`config.mk`:
```
export PLATFORM = sky130hd
export DESIGN_NAME = equiv_sweeper
export DESIGN_NICKNAME = d
export VERILOG_FILES = /design/src/rtl/equiv_pkg.sv /design/src/rtl/equiv_sweeper_settle_timer.sv /design/src/rtl/equiv_sweeper.sv
export SDC_FILE = /design/constraint.sdc
export NUM_CORES = 1
export LEC_CHECK = 0
export BUFFER_PORTS_ARGS = -buffer_cell sky130_fd_sc_hd__clkbuf_2
export CAP_MARGIN = 30
export CORE_ASPECT_RATIO = 1.1
export CORE_MARGIN = 1.5
export CORE_UTILIZATION = 45
export CTS_CLUSTER_DIAMETER = 30
export DETAILED_ROUTE_END_ITERATION = 6
export PLACE_DENSITY = 0.74
export SLEW_MARGIN = 15
export SYNTH_ARGS = -nofsm -noshare
export SYNTH_HDL_FRONTEND = slang
export SYNTH_SLANG_ARGS = --single-unit
```
`constraint.sdc`:
```
create_clock -name clk -period 2.6 [get_ports clk]
set_clock_uncertainty 0.15 [all_clocks]
set_input_delay 0.13 -clock clk [delete_from_list [all_inputs] [get_ports clk]]
set_output_delay 0.13 -clock clk [all_outputs]
set_load 0.01 [all_outputs]
```
`src/rtl/equiv_pkg.sv`:
```
// Shared types and default parameters for the exhaustive equivalence sweeper.
package equiv_pkg;

    localparam int unsigned NIN_DEFAULT    = 4;
    localparam int unsigned SETTLE_DEFAULT = 1;

    typedef enum logic [1:0] {
        IDLE,
        APPLY,
        CHECK,
        DONE
    } state_t;

endpackage

```
`src/rtl/equiv_sweeper_settle_timer.sv`:
```
// Settle down-counter: load presets SETTLE-1, enable counts toward zero and holds there.
module settle_timer #(
    parameter int unsigned SETTLE = 1
) (
    input  logic clk,
    input  logic rst_n,
    input  logic load,
    input  logic enable,
    output logic zero
);

    localparam int unsigned W = $clog2(SETTLE) + 1;

    logic [W-1:0] cnt;

    always_ff @(posedge clk or negedge rst_n) begin
        if (!rst_n) begin
            cnt <= '0;
        end else if (load) begin
            cnt <= W'(SETTLE - 1);
        end else if (enable && (cnt != '0)) begin
            cnt <= cnt - W'(1);
        end
    end

    assign zero = (cnt == '0);

endmodule

```
`src/rtl/equiv_sweeper.sv`:
```
// Steps vec through all 2^NIN values, compares ref_f against dut_f after each settle
// window, and reports mismatch count, first failing vector and a pass flag.
module equiv_sweeper
    import equiv_pkg::*;
#(
    parameter int unsigned NIN    = NIN_DEFAULT,
    parameter int unsigned SETTLE = SETTLE_DEFAULT
) (
    input  logic           clk,
    input  logic           rst_n,
    input  logic           start,
    input  logic           abort,
    input  logic           stop_on_fail,
    output logic [NIN-1:0] vec,
    input  logic           ref_f,
    input  logic           dut_f,
    output logic           busy,
    output logic           done,
    output logic           pass,
    output logic [NIN:0]   mismatches,
    output logic           fail_valid,
    output logic [NIN-1:0] first_fail
);

    state_t       state;
    logic         sof_q;
    logic         mis;
    logic         last;
    logic         launch;
    logic [NIN:0] mism_next;
    logic         timer_load;
    logic         timer_en;
    logic         timer_zero;

    assign mis       = ref_f ^ dut_f;
    assign last      = (vec == '1) || (sof_q && mis);
    assign mism_next = mismatches + (NIN+1)'(mis);
    assign launch    = ((state == IDLE) || (state == DONE)) && start && !abort;

    // Timer reloads on sweep launch and whenever CHECK hands over to the next vector.
    assign timer_load = launch || ((state == CHECK) && !abort && !last);
    assign timer_en   = (state == APPLY) && !abort;

    settle_timer #(
        .SETTLE (SETTLE)
    ) u_settle_timer (
        .clk    (clk),
        .rst_n  (rst_n),
        .load   (timer_load),
        .enable (timer_en),
        .zero   (timer_zero)
    );

    always_ff @(posedge clk or negedge rst_n) begin
        if (!rst_n) begin
            state      <= IDLE;
            sof_q      <= 1'b0;
            vec        <= '0;
            busy       <= 1'b0;
            done       <= 1'b0;
            pass       <= 1'b0;
            mismatches <= '0;
            fail_valid <= 1'b0;
            first_fail <= '0;
        end else begin
            case (state)
                IDLE, DONE: begin
                    if (abort) begin
                        state <= IDLE;
                        done  <= 1'b0;
                        pass  <= 1'b0;
                    end else if (start) begin
                        state      <= APPLY;
                        sof_q      <= stop_on_fail;
                        vec        <= '0;
                        busy       <= 1'b1;
                        done       <= 1'b0;
                        pass       <= 1'b0;
                        mismatches <= '0;
                        fail_valid <= 1'b0;
                        first_fail <= '0;
                    end
                end
                APPLY: begin
                    if (abort) begin
                        state <= IDLE;
                        busy  <= 1'b0;
                    end else if (timer_zero) begin
                        state <= CHECK;
                    end
                end
                CHECK: begin
                    if (abort) begin
                        state <= IDLE;
                        busy  <= 1'b0;
                    end else begin
                        if (mis) begin
                            mismatches <= mism_next;
                            if (!fail_valid) begin
                                first_fail <= vec;
                                fail_valid <= 1'b1;
                            end
                        end
                        if (last) begin
                            state <= DONE;
                            busy  <= 1'b0;
                            done  <= 1'b1;
                            pass  <= (mism_next == '0);
                        end else begin
                            state <= APPLY;
                            vec   <= vec + NIN'(1);
                        end
                    end
                end
                default: begin
                    state <= IDLE;
                    busy  <= 1'b0;
                    done  <= 1'b0;
                end
            endcase
        end
    end

endmodule

```
**After elaboration in Yosys (flattened, before gate mapping)**

Cells that the tools add are included.

- Bits in registers: 21
- Word-level logic and storage cells: 95

- Add/sub/neg operators: 3
- Equal/unequal tests: 15
- Mux-type cells: 41
- Bitwise gates (word level): 2
- Reduce and logical (&&, ||, !) cells: 24

Operators with widths:

| cell | count |
|---|---|
| 2-to-1 mux 4 bit | 7 |
| 2-to-1 mux 5 bit | 4 |
| 2-to-1 mux 1 bit | 16 |
| inequality test 2 bit, second input constant | 8 |
| case mux 4 bit (2 select lines) | 2 |
| 2-to-1 mux 2 bit | 6 |
| case mux 5 bit (2 select lines) | 1 |
| AND reduction 5 bit | 2 |
| inequality test 3 bit, second input constant | 3 |
| AND reduction 4 bit | 2 |
| logical AND 1 bit | 7 |
| case mux 1 bit (2 select lines) | 3 |
| case mux 2 bit (3 select lines) | 1 |
| AND reduction 6 bit | 1 |
| adder 5 x 1 -> 5 bit | 1 |
| logical NOT 5 bit | 1 |
| adder 4 x 1 -> 4 bit, second input constant | 1 |
| equality test 2 bit, second input constant | 2 |
| equality test 4 bit, second input constant | 1 |
| nonzero test 2 bit | 2 |
| logical OR 1 bit | 3 |
| case mux 1 bit (3 select lines) | 1 |
| AND reduction 3 bit | 1 |
| equality test 2 x 1 -> 1 bit, second input constant | 1 |
| 7 further kinds | 8 |

**Longest topological paths before layout**

Gate-level depths: netlist (run 1).

- Depth in word-level cells: 7
- Depth in mapped cells: 8
- Gate-level depth less buffers: 7

**Hierarchy**

Synthesis (run 1) repeated with hierarchy kept, for this count alone.

- Cells, all modules: 140
- Area, all modules: 1260.0 µm²

By module, submodules not included:

| module | instances | cells each | area an instance (µm²) | sequential area each (µm²) |
|---|---|---|---|---|
| equiv_sweeper | 1 | 137 | 1218.7 | 500.5 |
| settle_timer | 1 | 3 | 41.3 | 25.0 |

**Worst setup path before layout (run 1)**

OpenSTA, ideal clock, no wires.

- Path type: flip-flop to flip-flop
- From: register state[0]
- To: register vec[0]
- Setup time: 87 ps
- Data arrival time: 1917 ps
- Path slack: 446 ps
- Cell stages (with the launch flop): 8
- Buffers on the path: 1
- Path through: dfrtp_1 inv_1 ha_1 nor2b_4 or3_1 buf_2 or4_1 o211ai_1

- Longest elaborated chain between the ends: 4
- Elaborated cells on any way between the ends: 11
- Those cells by class: eq/ne: 6; mux: 1; reduce/logical: 4

Ends and longest elaborated chain:

| what | RTL line | RTL |
|---|---|---|
| from (decl) | equiv_sweeper.sv:25 | `state_t state;` |
| from (signal assigned) | equiv_sweeper.sv:56 | `state <= IDLE;` |
| from (signal assigned) | equiv_sweeper.sv:69 | `state <= IDLE;` |
| from (signal assigned) | equiv_sweeper.sv:73 | `state <= APPLY;` |
| equality test 2 bit or logical NOT 2 bit (tied branches) | equiv_sweeper.sv:66 | `case (state)` |
| OR reduction 2 bit | equiv_sweeper.sv:66 |  |
| inequality test 2 bit (no line) or nonzero test 2 bit (tied branches) | -- |  |
| AND reduction 5 bit (no line) | -- |  |
| to (signal assigned) | equiv_sweeper.sv:111 | `vec <= vec + NIN'(1);` |
| to (decl) | equiv_sweeper.sv:14 | `output logic [NIN-1:0] vec,` |

Several ways; a longest one is shown, not always the timed one.
A chain may end at the register's enable or synchronous reset.

**Worst setup path after layout (run 1)**

- From: register state[0]
- To: register first_fail[3]

- Longest elaborated chain between the ends: 4
- Elaborated cells on any way between the ends: 12
- Those cells by class: eq/ne: 7; mux: 1; reduce/logical: 4

Ends and longest elaborated chain:

| what | RTL line | RTL |
|---|---|---|
| equality test 2 bit or logical NOT 2 bit (tied branches) | equiv_sweeper.sv:66 |  |
| OR reduction 2 bit | equiv_sweeper.sv:66 |  |
| inequality test 2 bit (no line) or nonzero test 2 bit (tied branches) | -- |  |
| AND reduction 6 bit (no line) | -- |  |
| to (signal assigned) | equiv_sweeper.sv:100 | `first_fail <= vec;` |
| to (decl) | equiv_sweeper.sv:22 | `output logic [NIN-1:0] first_fail` |

Several ways; a longest one is shown, not always the timed one.

==> results of run 1 <==
## per-layer routing
metal,vias to the layer above,track usage
li1,591,-
met1,589,0.282
met2,22,0.353
met3,2,0.0305
met4,0,0.0623
met5,-,0
## state kept, by name (all words and copies together), names as in the netlist
| register | cells |
|---|---|
| busy | 1 |
| done | 1 |
| fail_valid | 1 |
| first_fail | 4 |
| mismatches | 5 |
| pass | 1 |
| sof_q | 1 |
| state | 2 |
| u_settle_timer.cnt | 1 |
| vec | 4 |
## area by class of cell
type,instances,area [um2],share of cell area
inverter,6,22.5,0.0151
sequential,21,526,0.351
tap,33,41.3,0.0276
timing repair buffer,31,183,0.122
multi-input combinational,109,697,0.466
clock buffer,4,26.3,0.0176
## through the flow
stage	power [mW]	cells	setup slack [ns]
after CTS	0.836	204	0.206
after global routing	0.884	204	0.103
after floorplan	0.575	142	0.446
after global placement	0.657	197	0.309
after detailed placement	0.669	197	0.223
final	0.827	204	0.192
## cell families after synthesis
group / Yosys count / share of synthesized area
flops: 21 / 0.414
simple gates: 58 / 0.247
compound gates: 43 / 0.224
buf+inv: 12 / 0.0365
mux: 2 / 0.0168
xor+xnor: 1 / 0.0128
fa+ha+maj: 5 / 0.0493
## worst max-delay path, stage by stage, from the launching register on
cell	delay (ns)
dfrtp_1	0.40
inv_1	0.06
ha_1	0.40
nor2b_4	0.18
or3_1	0.52
or4_1	0.56
nand3_1	0.09
## what timing repair did
item / in CTS / in global routing
gates resized for setup: 0 / 0
hold buffers: 3 / 0
hold endpoints to repair: 25 / 0
## synthesized netlist by cell type, types with 2 or more instances
cell type,instances
nand3_1,13
nand2_1,15
a211o_1,2
dfrtp_1,21
and2_1,3
or3_1,2
ha_1,5
o31ai_1,4
nor3_1,2
o211ai_1,2
clkbuf_1,4
a211oi_1,3
and4b_1,2
nor2_1,8
or4_1,6
a21oi_1,7
o21ai_0,11
a31oi_1,3
inv_1,5
## final timing paths
kind                       startpoint             to  slack [ns]  cells past startpoint
max                          state[0]  first_fail[3]        0.19                      6
min                             start           done        0.09                      4
min reg2reg                      busy           busy        0.41                      2
max in group asynchronous       rst_n         vec[2]        1.77                      2
max reg2reg                  state[0]  first_fail[3]        0.19                      6
min in group asynchronous       rst_n  mismatches[3]        0.18                      2
## power breakdown
group	internal (mW)	switching, mW	total [mW]
clock network	0.0597	0.101	0.160
registers	0.355	0.0377	0.393
logic	0.109	0.164	0.274
==> flow_summary.json, run 1 <==
{
  "core_um2": 2730,
  "worstHoldPathType": "in -> reg",
  "worstPathRequired_ns": 2.69,
  "dr_wl_met2_mm": 1.48,
  "antenna_found_initial": 0,
  "globalplace.congestion": 0.891,
  "relSlewSlack": 0.637,
  "wl_mm": 2.93,
  "yosysSeqAreaShare": 0.414,
  "start_kind": "register",
  "first_global_vias": 1162,
  "fin_area_um2": 1500,
  "outcome": "finished, final reports clean",
  "cts.sinks": 21,
  "yosys.area.top_type": "dfrtp_1",
  "io_buffer_count": 23,
  "antenna_cells": 0,
  "m1WireLength_mm": 1.35,
  "peakVddDrop_uv": 474,
  "end_kind": "register",
  "syn-num-nets": 154,
  "layout_min_cycle_time_ns": 2.41,
  "cts_root_buffer": "clkbuf_4",
  "die_w_um": 53.6,
  "grt_pass1_wl_mm": 5.04,
  "synth.area.top_cells": "dfrtp_1 (41%), nand3_1 (5.1%), ha_1 (4.9%)",
  "via_count": 1204,
  "drtAntennaViolNets": 0,
  "yosysWarnings": 0,
  "clk_path_buf_depth": 2,
  "wl_met3_um": 79,
  "fillCellCount": 259,
  "clock.fmax_ghz": 0.415,
  "layout_commonest_cell": "clkbuf_2",
  "rsz0062_at_grt": "false",
  "cts_setup_buffers": 0,
  "fin_util": 0.548,
  "synth_top_cell_area_share": 0.414,
  "clk_latency_ns": 0.30,
  "hold_ws_ns": 0.0924,
  "setup_viol": 0,
  "drive_above_1_share": 0.199,
  "grt-ovfl-total": 0,
  "die_h_um": 58.7,
  "synth-seq-cells": 21,
  "vias_per_cell": 5.90,
  "numCtsBuffers": 3,
  "final_cell_mix": "clkbuf_2 (23), dfrtp_1 (21), nand2_1 (15)",
  "finalMaxSlewViolations": 0,
  "power.leakage_nw": 0.702,
  "initial_core_util": 0.465,
  "ios": 24,
  "finalNetCount": 184,
  "synth_flop_cell": "dfrtp_1",
  "areaGrowthSynthToFinish_pct": 17.8,
  "post_dp_cell_area_um2": 1440,
  "grt_max_degree": 22,
  "cts_tree": "done",
  "synth_edf_count": 0,
  "synth_area_per_cell_um2": 8.93,
  "cp.arrival_ns": 2.50,
  "synthCells": 142,
  "tns_ns": 0,
  "synth.distinct_cells": 43,
  "finalHoldViolations": 0,
  "cts_max_level": 1,
  "rows": 20,
  "path_class": "reg -> reg",
  "grt_usage": 0.212,
  "period_share": 0.926,
  "synthArstFlopShare": 1.00,
  "drtIter0Drc": 25,
  "drtPass1Iterations": 5,
  "remaining_drc_errors": 0,
  "cellPowerDensity_nw_per_um2": 553,
  "wl_per_cell_um": 14.4,
  "die_area_um2": 3150,
  "crit_fanout": 13,
  "dp.final_hpwl_mm": 2.13,
  "worst_pin_slew_ns": 0.545,
  "path_clk_slew_ns": 0.12,
  "routed.top_layer": "met4",
  "cap_violations": 0,
  "synth_area_um2": 1270
}
No activity file was read; power rests on OpenSTA's default activity.
==> run 2: changes to the inputs <==
- MAX_ROUTING_LAYER: not set -> met4
==> run 2 against run 1 <==
Effect of this change:
- design area is the same
- clock power is essentially flat
- first-iteration DRC count grew 28%
- worst hold slack lost 0.00077 ns
- non-clock buffer count is the same
- sequential cell count is the same
- fmax grew 0.14%
- critical path depth is the same
==> flow_summary.json, run 2 (synthesis gave the netlist of run 1 again) <==
{
  "fin_area_um2": 1500,
  "cap_violations": 0,
  "worst-path-buf-inv": 1,
  "worstHoldPathType": "in -> reg",
  "worst_pin_slew_ns": 0.542,
  "globalplace.congestion": 0.906,
  "drtIter0Drc": 32,
  "grt_max_degree": 22,
  "slowest_stage": "or4_1",
  "antenna_cells": 0,
  "cts.sinks": 21,
  "period_share": 0.925,
  "end_kind": "register",
  "largest_register_ffs": 5,
  "r2r_cells": 6,
  "dp.final_hpwl_mm": 2.13,
  "drtAntennaViolNets": 0,
  "initial_core_util": 0.465,
  "areaGrowthSynthToFinish_pct": 17.8,
  "total_power_mw": 0.825,
  "path_clk_slew_ns": 0.12,
  "post_dp_cell_area_um2": 1440,
  "io_buffer_count": 23,
  "rsz0062_at_grt": "false",
  "via_count": 1209,
  "clock.fmax_ghz": 0.416,
  "cts_max_level": 1,
  "cts_setup_buffers": 0,
  "crit_fanout": 13,
  "clk_latency_ns": 0.30,
  "numCtsBuffers": 3,
  "worstPathRequired_ns": 2.69,
  "cp_cell_sequence": "inv_1 > ha_1 > nor2b_4 > or3_1 > or4_1 > nand3_1",
  "cts_tree": "done",
  "remaining_drc_errors": 0,
  "place_ws_ns": 0.223,
  "die_h_um": 58.7,
  "drive_above_1_share": 0.199,
  "outcome": "finished, final reports clean",
  "worst_path_largest_cell_delay_ns": 0.56,
  "die_w_um": 53.6,
  "die_area_um2": 3150,
  "hold_ws_ns": 0.0917,
  "wl_mm": 2.92,
  "cp_top_family": "simple AND/OR/NAND/NOR gates",
  "peakVddDrop_uv": 471,
  "cp_num_cells": 6,
  "cts_root_buffer": "clkbuf_4",
  "layout_min_cycle_time_ns": 2.40,
  "cts_resized": 0,
  "tns_ns": 0,
  "cellPowerDensity_nw_per_um2": 552,
  "hold_depth": 4,
  "rows": 20,
  "finalNetCount": 184,
  "cp.arrival_ns": 2.50,
  "first_global_vias": 1160,
  "clk_path_buf_depth": 2,
  "core_um2": 2730,
  "grt-ovfl-total": 0,
  "setup_viol": 0,
  "vias_per_cell": 5.93,
  "largestRegisters": "mismatches: 5 flops, first_fail: 4 flops, vec: 4 flops",
  "grt_usage": 0.218,
  "setup_slack_ns": 0.196,
  "layout_commonest_cell": "clkbuf_2",
  "ios": 24,
  "start_kind": "register",
  "largest-register": "mismatches",
  "grt_pass1_wl_mm": 5.05,
  "final_cell_mix": "clkbuf_2 (23), dfrtp_1 (21), nand2_1 (15)",
  "drtPass1Iterations": 4,
  "finalMaxSlewViolations": 0,
  "antenna_found_initial": 0,
  "wl_per_cell_um": 14.3,
  "path_class": "reg -> reg",
  "finalHoldViolations": 0,
  "power.leakage_nw": 0.702,
  "relSlewSlack": 0.638
}
run 2: metal layers:
| layer | vias up | share of wire | track usage |
|---|---|---|---|
| li1 | 591 | - | - |
| met1 | 591 | 0.46 | 0.284 |
| met2 | 25 | 0.51 | 0.353 |
| met3 | 2 | 0.030 | 0.0305 |
| met4 | 0 | 0.0058 | 0.0623 |
| met5 | - | 0 | - |
run 2: final timing paths:
path	from	end	slack (ns)
max in group asynchronous	rst_n	vec[2]	1.77
worst min-delay path	start	done	0.09
worst max-delay path	state[0]	first_fail[3]	0.20
min in group asynchronous	rst_n	mismatches[3]	0.18
worst min register to register	busy	busy	0.41
worst max register to register	state[0]	first_fail[3]	0.20
run 2: power by group:
part	total, mW	switching, mW	internal, mW
clock network	0.160	0.0999	0.0597
registers	0.392	0.0375	0.355
logic	0.273	0.164	0.109
run 2: cell type report:
class                           instances  area (um2)
Clock buffer                            4        26.3
Fill cell                             259        1230
Inverter                                6        22.5
Multi-Input combinational cell        109         697
Sequential cell                        21         526
Tap cell                               33        41.3
Timing Repair Buffer                   31         183
run 2: what timing repair did:
action	4_1_cts	5_1_grt
setup endpoints to repair	0	0
endpoints found under the hold margin	25	0
hold buffers	3	0
run 2: tightest hold or removal path: cells and delay by family:
kind	cells	cell delay [ns]
and+or+nand+nor	2	0.13
AOI/OAI and AO/OA	1	0.10
buffers and inverters	1	0.14
run 2: stage by stage:
| stage | std cells | utilization |
|---|---|---|
| after floorplan | 142 | - |
| after global placement | 197 | 0.528 |
| after detailed placement | 197 | 0.528 |
| after CTS | 204 | 0.548 |
| after global routing | 204 | 0.548 |
| final | 204 | 0.548 |
==> run 3: changes to the inputs <==
- PLACE_DENSITY: 0.74 -> 0.77
- clock period: 2.6 -> 2.2 ns (I/O delays scaled with it)
==> run 3 against run 2 <==
Effect of this change:
- via count rose by 6.9%
- design area rose by 9.5%
- final cell count rose by 4.9%
- sequential share of layout area fell by 3.1 points
- global-route usage rose by 0.27 points
- clock-buffer cell count fell by 1
- core utilization rose by 5.2 points
- sequential cell count did not move
- worst hold slack got worse by 0.050 ns
- critical endpoint is now first_fail[2]
- clock power rose by 22%
- combinational power rose by 59%
==> flow_summary.json, run 3 (synthesis gave the netlist of run 1 again) <==
{
  "finalMaxSlewViolations": 0,
  "end_kind": "register",
  "cp_cell_sequence": "inv_2 > ha_4 > nor2b_4 > or3_4 > buf_12 > or4_4 > nand3_2",
  "outcome": "finished, final reports clean",
  "cap_violations": 0,
  "remaining_drc_errors": 0,
  "antenna_cells": 0,
  "cts_max_level": 1,
  "peakVddDrop_uv": 374,
  "finalHoldViolations": 0,
  "intPower_mw": 0.692,
  "dp.final_hpwl_mm": 2.30,
  "cts_root_buffer": "clkbuf_4",
  "vias_per_cell": 6.04,
  "clk_path_buf_depth": 2,
  "slowest_stage": "or4_4",
  "fillCellCount": 234,
  "clk_latency_ns": 0.32,
  "rows": 20,
  "grt_pass1_wl_mm": 4.97,
  "drtIter0Drc": 49,
  "grt_max_degree": 22,
  "finalNetCount": 194,
  "core_um2": 2730,
  "drive_above_1_share": 0.304,
  "largestRegisters": "mismatches: 5 flops, first_fail: 4 flops, vec: 4 flops",
  "grt-ovfl-total": 0,
  "wl_per_cell_um": 15.3,
  "power.leakage_nw": 0.788,
  "cts.sinks": 21,
  "p_sw_mw": 0.404,
  "grt_util_met2": 0.362,
  "path_clk_slew_ns": 0.12,
  "layout_commonest_cell": "clkbuf_2",
  "hold_ws_ns": 0.0418,
  "initial_core_util": 0.465,
  "switching_share": 0.369,
  "largest_register_ffs": 5,
  "layout_min_cycle_time_ns": 2.18,
  "antenna_found_initial": 0,
  "via_count": 1292,
  "numCtsBuffers": 3,
  "dp_cells": 204,
  "total_power_mw": 1.10,
  "final_cell_mix": "clkbuf_2 (23), dfrtp_1 (21), nand2_1 (15)",
  "drtAntennaViolNets": 0,
  "worst_pin_slew_ns": 0.528,
  "areaGrowthSynthToFinish_pct": 29.1,
  "relSlewSlack": 0.648,
  "fin_area_um2": 1640,
  "power_frac_seq": 0.424,
  "crit_fanout": 5,
  "drtPass1Iterations": 4,
  "path_class": "reg -> reg",
  "clock.fmax_ghz": 0.459,
  "fin_cells": 214,
  "setup_viol": 0,
  "post_dp_cell_area_um2": 1490,
  "cellPowerDensity_nw_per_um2": 669,
  "grt_busiest_layer": "met2",
  "worstHoldPathType": "in -> reg",
  "combinationalPowerShare": 0.397,
  "globalplace.congestion": 0.861,
  "rsz0062_at_grt": "true",
  "clkPwrFrac": 0.179,
  "die_area_um2": 3150,
  "io_buffer_count": 23,
  "start_kind": "register",
  "grt_usage": 0.221,
  "die_h_um": 58.7,
  "met3_usage": 0.0228,
  "wl_mm": 3.28,
  "die_w_um": 53.6,
  "cp.arrival_ns": 2.30,
  "largest-register": "mismatches",
  "cts_tree": "done",
  "first_global_vias": 1151,
  "worstPathRequired_ns": 2.32,
  "use_met1": 0.270,
  "period_share": 0.991,
  "worst_path_largest_cell_delay_ns": 0.50,
  "ios": 24
}
## run 3: changes by cell type in the layout (fill, tap and decap cells not counted), moves of 3 or more
cell	delta
nand3_2	+3
buf_4	+8
or4_1	-3
or4_4	+3
nand3_1	-3
## run 3: routing by layer
metal,up-vias,wire [um]
li1,616,-
met1,627,1400
met2,42,1660
met3,7,124
met4,0,89
met5,-,0
## run 3: power groups by stage
stage	Sequential, mW	Clock, mW	Combinational, mW
global route	0.470	0.217	0.477
detailed placement	0.469	0	0.368
finish	0.464	0.196	0.435
CTS	0.461	0.199	0.378
global placement	0.465	0	0.350
floorplan	0.465	0	0.215
## run 3: layout make-up
class | instances | area [um2] | area share
tap | 33 | 41.3 | 0.0252
clock buffer | 3 | 22.5 | 0.0138
timing repair buffer | 41 | 274 | 0.167
inverter | 6 | 22.5 | 0.0138
sequential | 21 | 526 | 0.321
multi-input combinational | 109 | 747 | 0.456
clock inverter | 1 | 5.00 | 0.00306
## run 3: metrics by stage
stage / util / setup TNS, ns / setup WS [ns]
5_1_grt: 0.600 / -0.0606 / -0.0286
2_1_floorplan: - / 0 / 0.0462
6_report: 0.600 / 0 / 0.0204
4_1_cts: 0.570 / 0 / 0.0471
3_5_place_dp: 0.547 / -0.0615 / -0.0234
3_3_place_gp: 0.547 / 0 / 0.0643
## run 3: timing repair
item	CTS	global route
gates resized for setup	1	12
pin swaps	0	9
endpoints found under the setup margin	7	8
setup buffers	0	3
hold buffers	3	0
endpoints found under the hold margin	25	0
## run 3: worst max-delay path, delay by kind of cell, from the launching register on
family | cells | cell delay [ns]
buf+inv | 2 | 0.21
simple gates | 4 | 1.13
flops | 1 | 0.41
fa+ha+maj | 1 | 0.21
## run 3: path summary, 6_finish.rpt
kind	from	end	slack [ns]	depth (start not counted)
max	state[0]	first_fail[2]	0.02	7
min	start	done	0.04	4
max reg2reg	state[0]	first_fail[2]	0.02	7
min reg2reg	busy	busy	0.40	2
max in group asynchronous	rst_n	vec[3]	1.42	2
min in group asynchronous	rst_n	mismatches[4]	0.12	2
